$ cat config.mk
export PLATFORM = sky130hd
export DESIGN_NAME = uart_tx_arbiter_flat
export DESIGN_NICKNAME = d
export VERILOG_FILES = /design/src/rtl/uart_tx_arbiter_if.sv /design/src/rtl/uart_tx_arbiter.sv /design/src/flat_wrapper.sv
export SDC_FILE = /design/constraint.sdc
export NUM_CORES = 1
export LEC_CHECK = 0
export BUFFER_PORTS_ARGS = -buffer_cell sky130_fd_sc_hd__buf_4
export CORE_MARGIN = 10
export CORE_UTILIZATION = 39
export CTS_CLUSTER_SIZE = 30
export DETAILED_ROUTE_END_ITERATION = 12
export PLACE_DENSITY = 0.81
export SLEW_MARGIN = 40
export SYNTH_ARGS = -nofsm -noshare
export SYNTH_HDL_FRONTEND = slang
export SYNTH_SLANG_ARGS = --single-unit
$ cat constraint.sdc
create_clock -name clk -period 1.75 [get_ports clk]
set_clock_uncertainty 0.05 [all_clocks]
set_input_delay 0.35 -clock clk [delete_from_list [all_inputs] [get_ports clk]]
set_output_delay 0.35 -clock clk [all_outputs]
set_load 0.05 [all_outputs]
$ cat src/rtl/uart_tx_arbiter_if.sv
// Requester/UART-side bundle for the TX arbiter.
// master = clients + uart FIFO side, slave = arbiter.
interface uart_tx_arbiter_if #(
  parameter int NREQ = 4,
  parameter int DBIT = 8
);
  localparam int IW = (NREQ > 1) ? $clog2(NREQ) : 1;

  logic [NREQ-1:0]      req_valid;
  logic [NREQ*DBIT-1:0] req_data;
  logic [NREQ-1:0]      req_last;
  logic [NREQ-1:0]      req_ready;
  logic                 tx_full;
  logic                 wr_uart;
  logic [DBIT-1:0]      w_data;
  logic [IW-1:0]        grant_id;
  logic                 busy;

  modport master (
    output req_valid, req_data, req_last, tx_full,
    input  req_ready, wr_uart, w_data, grant_id, busy
  );

  modport slave (
    input  req_valid, req_data, req_last, tx_full,
    output req_ready, wr_uart, w_data, grant_id, busy
  );
endinterface

$ cat src/rtl/uart_tx_arbiter.sv
// Round-robin, message-granular arbiter in front of the UART TX FIFO.
// Optional ID header byte per grant: define UART_ARB_ID_HDR_EN.
module uart_tx_arbiter #(
  parameter int NREQ    = 4,
  parameter int DBIT    = 8,
  parameter int MAX_MSG = 16
) (
  input  logic             clk,
  input  logic             reset_n,
  uart_tx_arbiter_if.slave bus
);
  localparam int IW = (NREQ > 1) ? $clog2(NREQ) : 1;

  typedef enum logic [1:0] {
    IDLE = 2'd0,
`ifdef UART_ARB_ID_HDR_EN
    HDR  = 2'd1,
`endif
    XFER = 2'd2
  } state_t;

  state_t        state;
  logic [IW-1:0] rr_ptr;
  logic [IW-1:0] gid;
  logic [IW-1:0] pick;
  logic [IW-1:0] nxt_ptr;
  logic          found;
  logic          xfer_wr;
  logic          last_hit;
  logic          cap_hit;
  logic          wr;
  logic [DBIT-1:0] data;
  int            idx;

  // First valid requester at or after rr_ptr, wrapping.
  always_comb begin
    found = 1'b0;
    pick  = '0;
    idx   = 0;
    for (int k = 0; k < NREQ; k++) begin
      idx = int'(rr_ptr) + k;
      if (idx >= NREQ) idx = idx - NREQ;
      if (!found && bus.req_valid[idx]) begin
        found = 1'b1;
        pick  = IW'(idx);
      end
    end
  end

  always_comb begin
    xfer_wr = (state == XFER)
            & bus.req_valid[gid]
            & ~bus.tx_full;
    wr   = xfer_wr;
    data = '0;
    if (xfer_wr)
      data = bus.req_data[int'(gid)*DBIT +: DBIT];
`ifdef UART_ARB_ID_HDR_EN
    if (state == HDR && !bus.tx_full) begin
      wr   = 1'b1;
      data = DBIT'({4'hA, 4'(gid)});
    end
`endif
  end

  assign last_hit = xfer_wr & bus.req_last[gid];
  assign nxt_ptr  = (gid == IW'(NREQ - 1)) ? '0
                  : gid + 1'b1;

  generate
    if (MAX_MSG > 0) begin : g_cap
      localparam int CW = $clog2(MAX_MSG + 1);
      logic [CW-1:0] byte_cnt;

      always_ff @(posedge clk or negedge reset_n) begin
        if (!reset_n)
          byte_cnt <= '0;
        else if (state == IDLE)
          byte_cnt <= '0;
        else if (xfer_wr)
          byte_cnt <= byte_cnt + 1'b1;
      end

      // This write is byte MAX_MSG of the grant.
      assign cap_hit = xfer_wr
                     & (byte_cnt == CW'(MAX_MSG - 1));
    end else begin : g_nocap
      assign cap_hit = 1'b0;
    end
  endgenerate

  always_ff @(posedge clk or negedge reset_n) begin
    if (!reset_n) begin
      state  <= IDLE;
      rr_ptr <= '0;
      gid    <= '0;
    end else begin
      unique case (state)
        IDLE: begin
          if (found) begin
            gid <= pick;
`ifdef UART_ARB_ID_HDR_EN
            state <= HDR;
`else
            state <= XFER;
`endif
          end
        end
`ifdef UART_ARB_ID_HDR_EN
        HDR: begin
          if (!bus.tx_full) state <= XFER;
        end
`endif
        XFER: begin
          if (last_hit || cap_hit) begin
            state  <= IDLE;
            rr_ptr <= nxt_ptr;
          end
        end
        default: state <= IDLE;
      endcase
    end
  end

  assign bus.wr_uart   = wr;
  assign bus.w_data    = data;
  assign bus.req_ready = xfer_wr ? (NREQ'(1) << gid)
                       : '0;
  assign bus.grant_id  = gid;
  assign bus.busy      = (state != IDLE);
endmodule

$ cat src/flat_wrapper.sv
// flat-port wrapper written by rule: the top's interface ports become plain ports
module uart_tx_arbiter_flat 
#(
  parameter int NREQ    = 4,
  parameter int DBIT    = 8,
  parameter int MAX_MSG = 16
)
  (clk, reset_n, bus_req_valid, bus_req_data, bus_req_last, bus_tx_full, bus_req_ready, bus_wr_uart, bus_w_data, bus_grant_id, bus_busy);
  uart_tx_arbiter_if #(.NREQ(NREQ), .DBIT(DBIT)) bus_i ();
  input  logic clk;
  input  logic reset_n;
  input wire logic [$bits(bus_i.req_valid)-1:0] bus_req_valid;
  input wire logic [$bits(bus_i.req_data)-1:0] bus_req_data;
  input wire logic [$bits(bus_i.req_last)-1:0] bus_req_last;
  input wire logic [$bits(bus_i.tx_full)-1:0] bus_tx_full;
  output wire logic [$bits(bus_i.req_ready)-1:0] bus_req_ready;
  output wire logic [$bits(bus_i.wr_uart)-1:0] bus_wr_uart;
  output wire logic [$bits(bus_i.w_data)-1:0] bus_w_data;
  output wire logic [$bits(bus_i.grant_id)-1:0] bus_grant_id;
  output wire logic [$bits(bus_i.busy)-1:0] bus_busy;
  assign bus_i.req_valid = bus_req_valid;
  assign bus_i.req_data = bus_req_data;
  assign bus_i.req_last = bus_req_last;
  assign bus_i.tx_full = bus_tx_full;
  assign bus_req_ready = bus_i.req_ready;
  assign bus_wr_uart = bus_i.wr_uart;
  assign bus_w_data = bus_i.w_data;
  assign bus_grant_id = bus_i.grant_id;
  assign bus_busy = bus_i.busy;
  uart_tx_arbiter #(.NREQ(NREQ), .DBIT(DBIT), .MAX_MSG(MAX_MSG)) u_core (.clk(clk), .reset_n(reset_n), .bus(bus_i));
endmodule
Word-level counts from Yosys, hierarchy flattened --
Index checks and enable logic that the tools add are counted.
Word-level totals: input port bits 43, register bits 11
Cells by class: equal/unequal tests 5, shift-type cells 2, bitwise operators 5, mux-type cells 36, add/subtract/negate cells 9, reduce and logical (&&, ||, !) cells 13, magnitude comparators 9
Operator list (number):
- $lt A32 B4 Y1 const B | 4
- $mux W32 | 4
- $ge A32 B4 Y1 const B | 3
- $sub A32 B4 Y32 const B | 3
- $shiftx A32 B6 Y8 | 1
- $mux W1 | 14
- $mux W2 | 7
- $bmux W1 S2 | 6
- $mux W5 | 2
- $mux W8 | 1
- $add A2 B2 Y3 const B | 2
- $reduce_and A2 Y1 | 3
- $add A5 B1 Y5 const B | 1
- $eq A5 B4 Y1 const B | 1
- $and A1 B1 Y1 | 4
- $eq A2 B2 Y1 const B | 2
- $mux W4 | 1
- $pmux W2 S2 | 1
- $reduce_bool A2 Y1 | 2
- $shl A1 B2 Y4 const A | 1
- $sub A2 B3 Y4 const B | 1
- $add A2 B1 Y3 const B | 1
- $ge A2 B3 Y1 const B | 1
- $logic_and A1 B1 Y1 | 3
- other kinds (8) | 10

Depth between registers and ports, before layout --
depth after elaboration 17, mapped depth 7

Worst setup path after synthesis --
Ideal clock, no wire load.
kind register to output, from register u_core.state[1], to output port bus_w_data[0], arrival 2.208 ns, cell stages (with the launch flop) 6, path slack -0.858 ns, data required time 1.350 ns, path through dfrtp_1 buf_4 or3b_4 o22ai_4 buf_2 and2_1
On the way: cells in the longest elaborated chain, start to end 4
RTL lines:
- start: declaration | line uart_tx_arbiter.sv:22 | state_t state;
- start signal: assignment | line uart_tx_arbiter.sv:94 | state <= IDLE;
- start signal: assignment | line uart_tx_arbiter.sv:105 | state <= XFER;
- start signal: assignment | line uart_tx_arbiter.sv:116 | state <= IDLE;
- $eq A2 B2 Y1 | line uart_tx_arbiter.sv:51 | xfer_wr = (state == XFER)
- $and A1 B1 Y1 | line uart_tx_arbiter.sv:52 | & bus.req_valid[gid]
- $and A1 B1 Y1 | line uart_tx_arbiter.sv:53 | & ~bus.tx_full;
- named net bus_wr_uart | line flat_wrapper.sv:17 | output wire logic [$bits(bus_i.wr_uart)-1:0] bus_wr_uart;
- $mux W8 | line uart_tx_arbiter.sv:56 | if (xfer_wr)
- end: declaration | line flat_wrapper.sv:18 | output wire logic [$bits(bus_i.w_data)-1:0] bus_w_data;
The timed path passes the listed nets, and every way through them passes these cells.

Worst setup path after layout --
from register u_core.gid[0], in the netlist u_core.bus.grant_id[0], to output port bus_w_data[0]
On the way: cells in the longest elaborated chain, start to end 5, elaborated cells between the ends (all ways) 6
RTL lines:
- start: declaration | line uart_tx_arbiter.sv:24 | logic [IW-1:0] gid;
- start signal: assignment | line uart_tx_arbiter.sv:101 | gid <= pick;
- parallel branches: the longest is 4 deep, another holds $shiftx A32 B6 Y8
- $mux W8 * | line uart_tx_arbiter.sv:56
Mark *: on every way between the ends. The select of a mux whose other input is x is not followed.

==> run metrics <==
Setup CP Type reg -> out; CTS tree built; Static Leakage 0.887 nW; Synth top area share 25.3%; H-tree depth 1; initial core utilization 40.3%; compound-gate portion of the synthesized area 11.4%; maximum net fanout on the critical path 5; worst vdd ir 1.05 mV; period utilization 120%; drt first pass iters 5; PD cells 1660 nW/um^2; post-route ant nets 0; #FFs+latches synth 10; largest family of logic cells by synthesized area multiplexers; Worst-Margin Slew 0.523 ns; CTS sink cnt 10; initial antenna violation count 0; # nets final 222; HP Class in -> async; post-DP HPWL 2780 microns; CP arrival 1.69 ns; CP required 1.35 ns; GRT overflow 0; Setup crit end kind output port; Die Wd 70.3 microns; n_diodes 0; Design Power 3.03 mW; RSZ-0062 raised after global routing true; first-pass GRT wire length 5830 microns; mean post-synth cell area 10.4 sq um; die area 4950 sq um; post-synthesis xor/xnor area fraction 0%; synthesized instance count 95; Final setup viols 16; share of layout cells above drive strength 1 67.4%; status finished, violations left; synth top area cells dfrtp_1 (25%), mux4_2 (18%), and2_1 (7.6%); Syn Std Cell Area 988 sq um; # rows 18; 1st-iter DRT viols 60; r2r setup slk -0.16 ns; adder-cell share of the synthesized area 7.59%; Max-Cap Viols 0; yosys synthesis warning count 0; failing checks negative setup slack; Synth cell types 32; vias per std cell 5.29; final hold violations 0; post-synth net total 144; # DRC 0; Via Count 1069; register area share after synthesis 25.3%; Die Y 70.3 microns; CTS buffer count 3; simple-gate share of the synthesized area 22.2%; final WL 3650 microns; Worst setup SP type flop; Clock Tree Buf Depth 2; Slew Limit Fails 0; CTS root buffer clkbuf_4; synthesis-to-finish area growth 85.1%; later-pin clock latency in the skew report 0.27 ns; number of global-route vias before repair 1154; crit path time final 2.09 ns; IO Count 59; Yosys top cell by area dfrtp_1; DR WL/cell 18.0 microns; f_max 478 MHz; Core Footprint 2450 sq um; slew margin rel. 64.8%; largest net degree at the start of global routing 16; CTS clock-pin slew for the worst setup and hold paths 0.07 ns; gr usage total 14.5%; Final WS setup -0.341 ns; final hold slack 0.378 ns; Port-buffer cells 58; mux cell area share after synthesis 27.7%; gpl congestion 0.836
[registers in the layout, summed over array words and instances (netlist names)]
| register | cells |
|---|---|
| u_core.bus.grant_id | 2 |
| u_core.g_cap.byte_cnt | 5 |
| u_core.state | 1 |
| u_core.rr_ptr | 2 |
[metrics by stage]
| stage | setup WS, ns | cell area (sq um) | util, % | cells | setup TNS (ns) |
|---|---|---|---|---|---|
| final | -0.341 | 1830 | 74.5 | 202 | -4.60 |
| after global routing | -0.398 | 1830 | 74.5 | 202 | -5.72 |
| after CTS | -0.368 | 1840 | 74.8 | 202 | -5.13 |
| after detailed placement | -0.165 | 1590 | 64.8 | 190 | -1.67 |
| after global placement | -0.118 | 1590 | 64.8 | 190 | -1.28 |
| after floorplan | -0.332 | 1060 | - | 95 | -4.02 |
[cell usage in the layout, fill, tap and decap left out, types with 2 or more instances in the layout]
cell / Yosys / layout
nand2b_1: 2 / 2
a21oi_1: 3 / 3
nor2b_1: 2 / 2
buf_12: 0 / 3
inv_1: 5 / 5
and2_4: 0 / 12
dfrtp_2: 0 / 3
o21ai_0: 3 / 3
buf_6: 1 / 2
buf_4: 1 / 60
mux4_2: 8 / 8
mux2i_1: 6 / 4
mux2_4: 0 / 3
ha_1: 6 / 5
dfrtp_1: 10 / 7
buf_8: 0 / 13
clkbuf_4: 0 / 3
a31oi_1: 2 / 2
nand2_1: 8 / 8
nor2_1: 5 / 5
mux2i_2: 0 / 2
[cells in the mapped netlist, drive strengths merged]
cell type and count:
mux2i 6, ha 6, o21ai 3, nor2 5
o311ai 1, nand2 8, o22ai 1, nor2b 2
or3 1, and3 1, nor4b 1, nor4 1
mux4 8, and2 12, buf 6, nand3b 1
o221ai 1, mux2 3, nand3 1, inv 5
or3b 1, nand4 2, dfrtp 10, nand2b 2
a31oi 2, a21boi 1, a21oi 3, a21o 1
[report_power, final]
group / switching [mW] / internal [mW]
clock network: 0.0831 / 0.127
logic: 1.17 / 1.19
registers: 0.111 / 0.348
total: 1.37 / 1.66
[metal layers]
metal  vias up  part of all wire [%]  GRT usage, %
li1        501                     -             -
met1       502                    40          15.5
met2        60                    47          24.8
met3         6                    12          6.07
met4         0                   1.4          5.26
met5         -                     0             0
[worst max-delay path: stages (launching register included)]
cell	delay [ns]
dfrtp_2	0.44
buf_12	0.14
mux4_2	0.51
and2_4	0.19
buf_8	0.14
[cells by family (layout without fill, tap and decap cells)]
logic type	Yosys count	count (layout)
AOI/OAI and AO/OA	13	13
adders and majority gates	6	6
buffers and inverters	11	88
DFF	10	10
muxes	17	17
and+or+nand+nor	38	38
[cell type report]
type                            instances  area [sq um]
Multi-Input combinational cell         74           744
Clock buffer                            4          36.3
Sequential cell                        10           254
Timing Repair Buffer                   79           738
Inverter                                5          18.8
Fill cell                             157           626
Tap cell                               30          37.5
[timing repair]
item / 4_1_cts / 5_1_grt
hold buffers: 1 / 0
endpoints found under the hold margin: 10 / 0
endpoints found under the setup margin: 15 / 17
buffers inserted: 6 / 1
gates resized for setup: 32 / 4
pin swaps: 0 / 3
gates cloned: 1 / 0
[path summary, 6_finish.rpt]
kind                                     startpoint                       end  cells after the start
max                          u_core.bus.grant_id[0]             bus_w_data[0]                      4
min                                         reset_n          u_core.rr_ptr[1]                      2
max reg2reg                  u_core.bus.grant_id[0]          u_core.rr_ptr[0]                      5
min reg2reg                u_core.g_cap.byte_cnt[3]  u_core.g_cap.byte_cnt[3]                      1
max in group asynchronous                   reset_n    u_core.bus.grant_id[0]                      2
min in group clk           u_core.g_cap.byte_cnt[3]  u_core.g_cap.byte_cnt[3]                      1
Note: power is estimated with default switching activity, not from simulation.
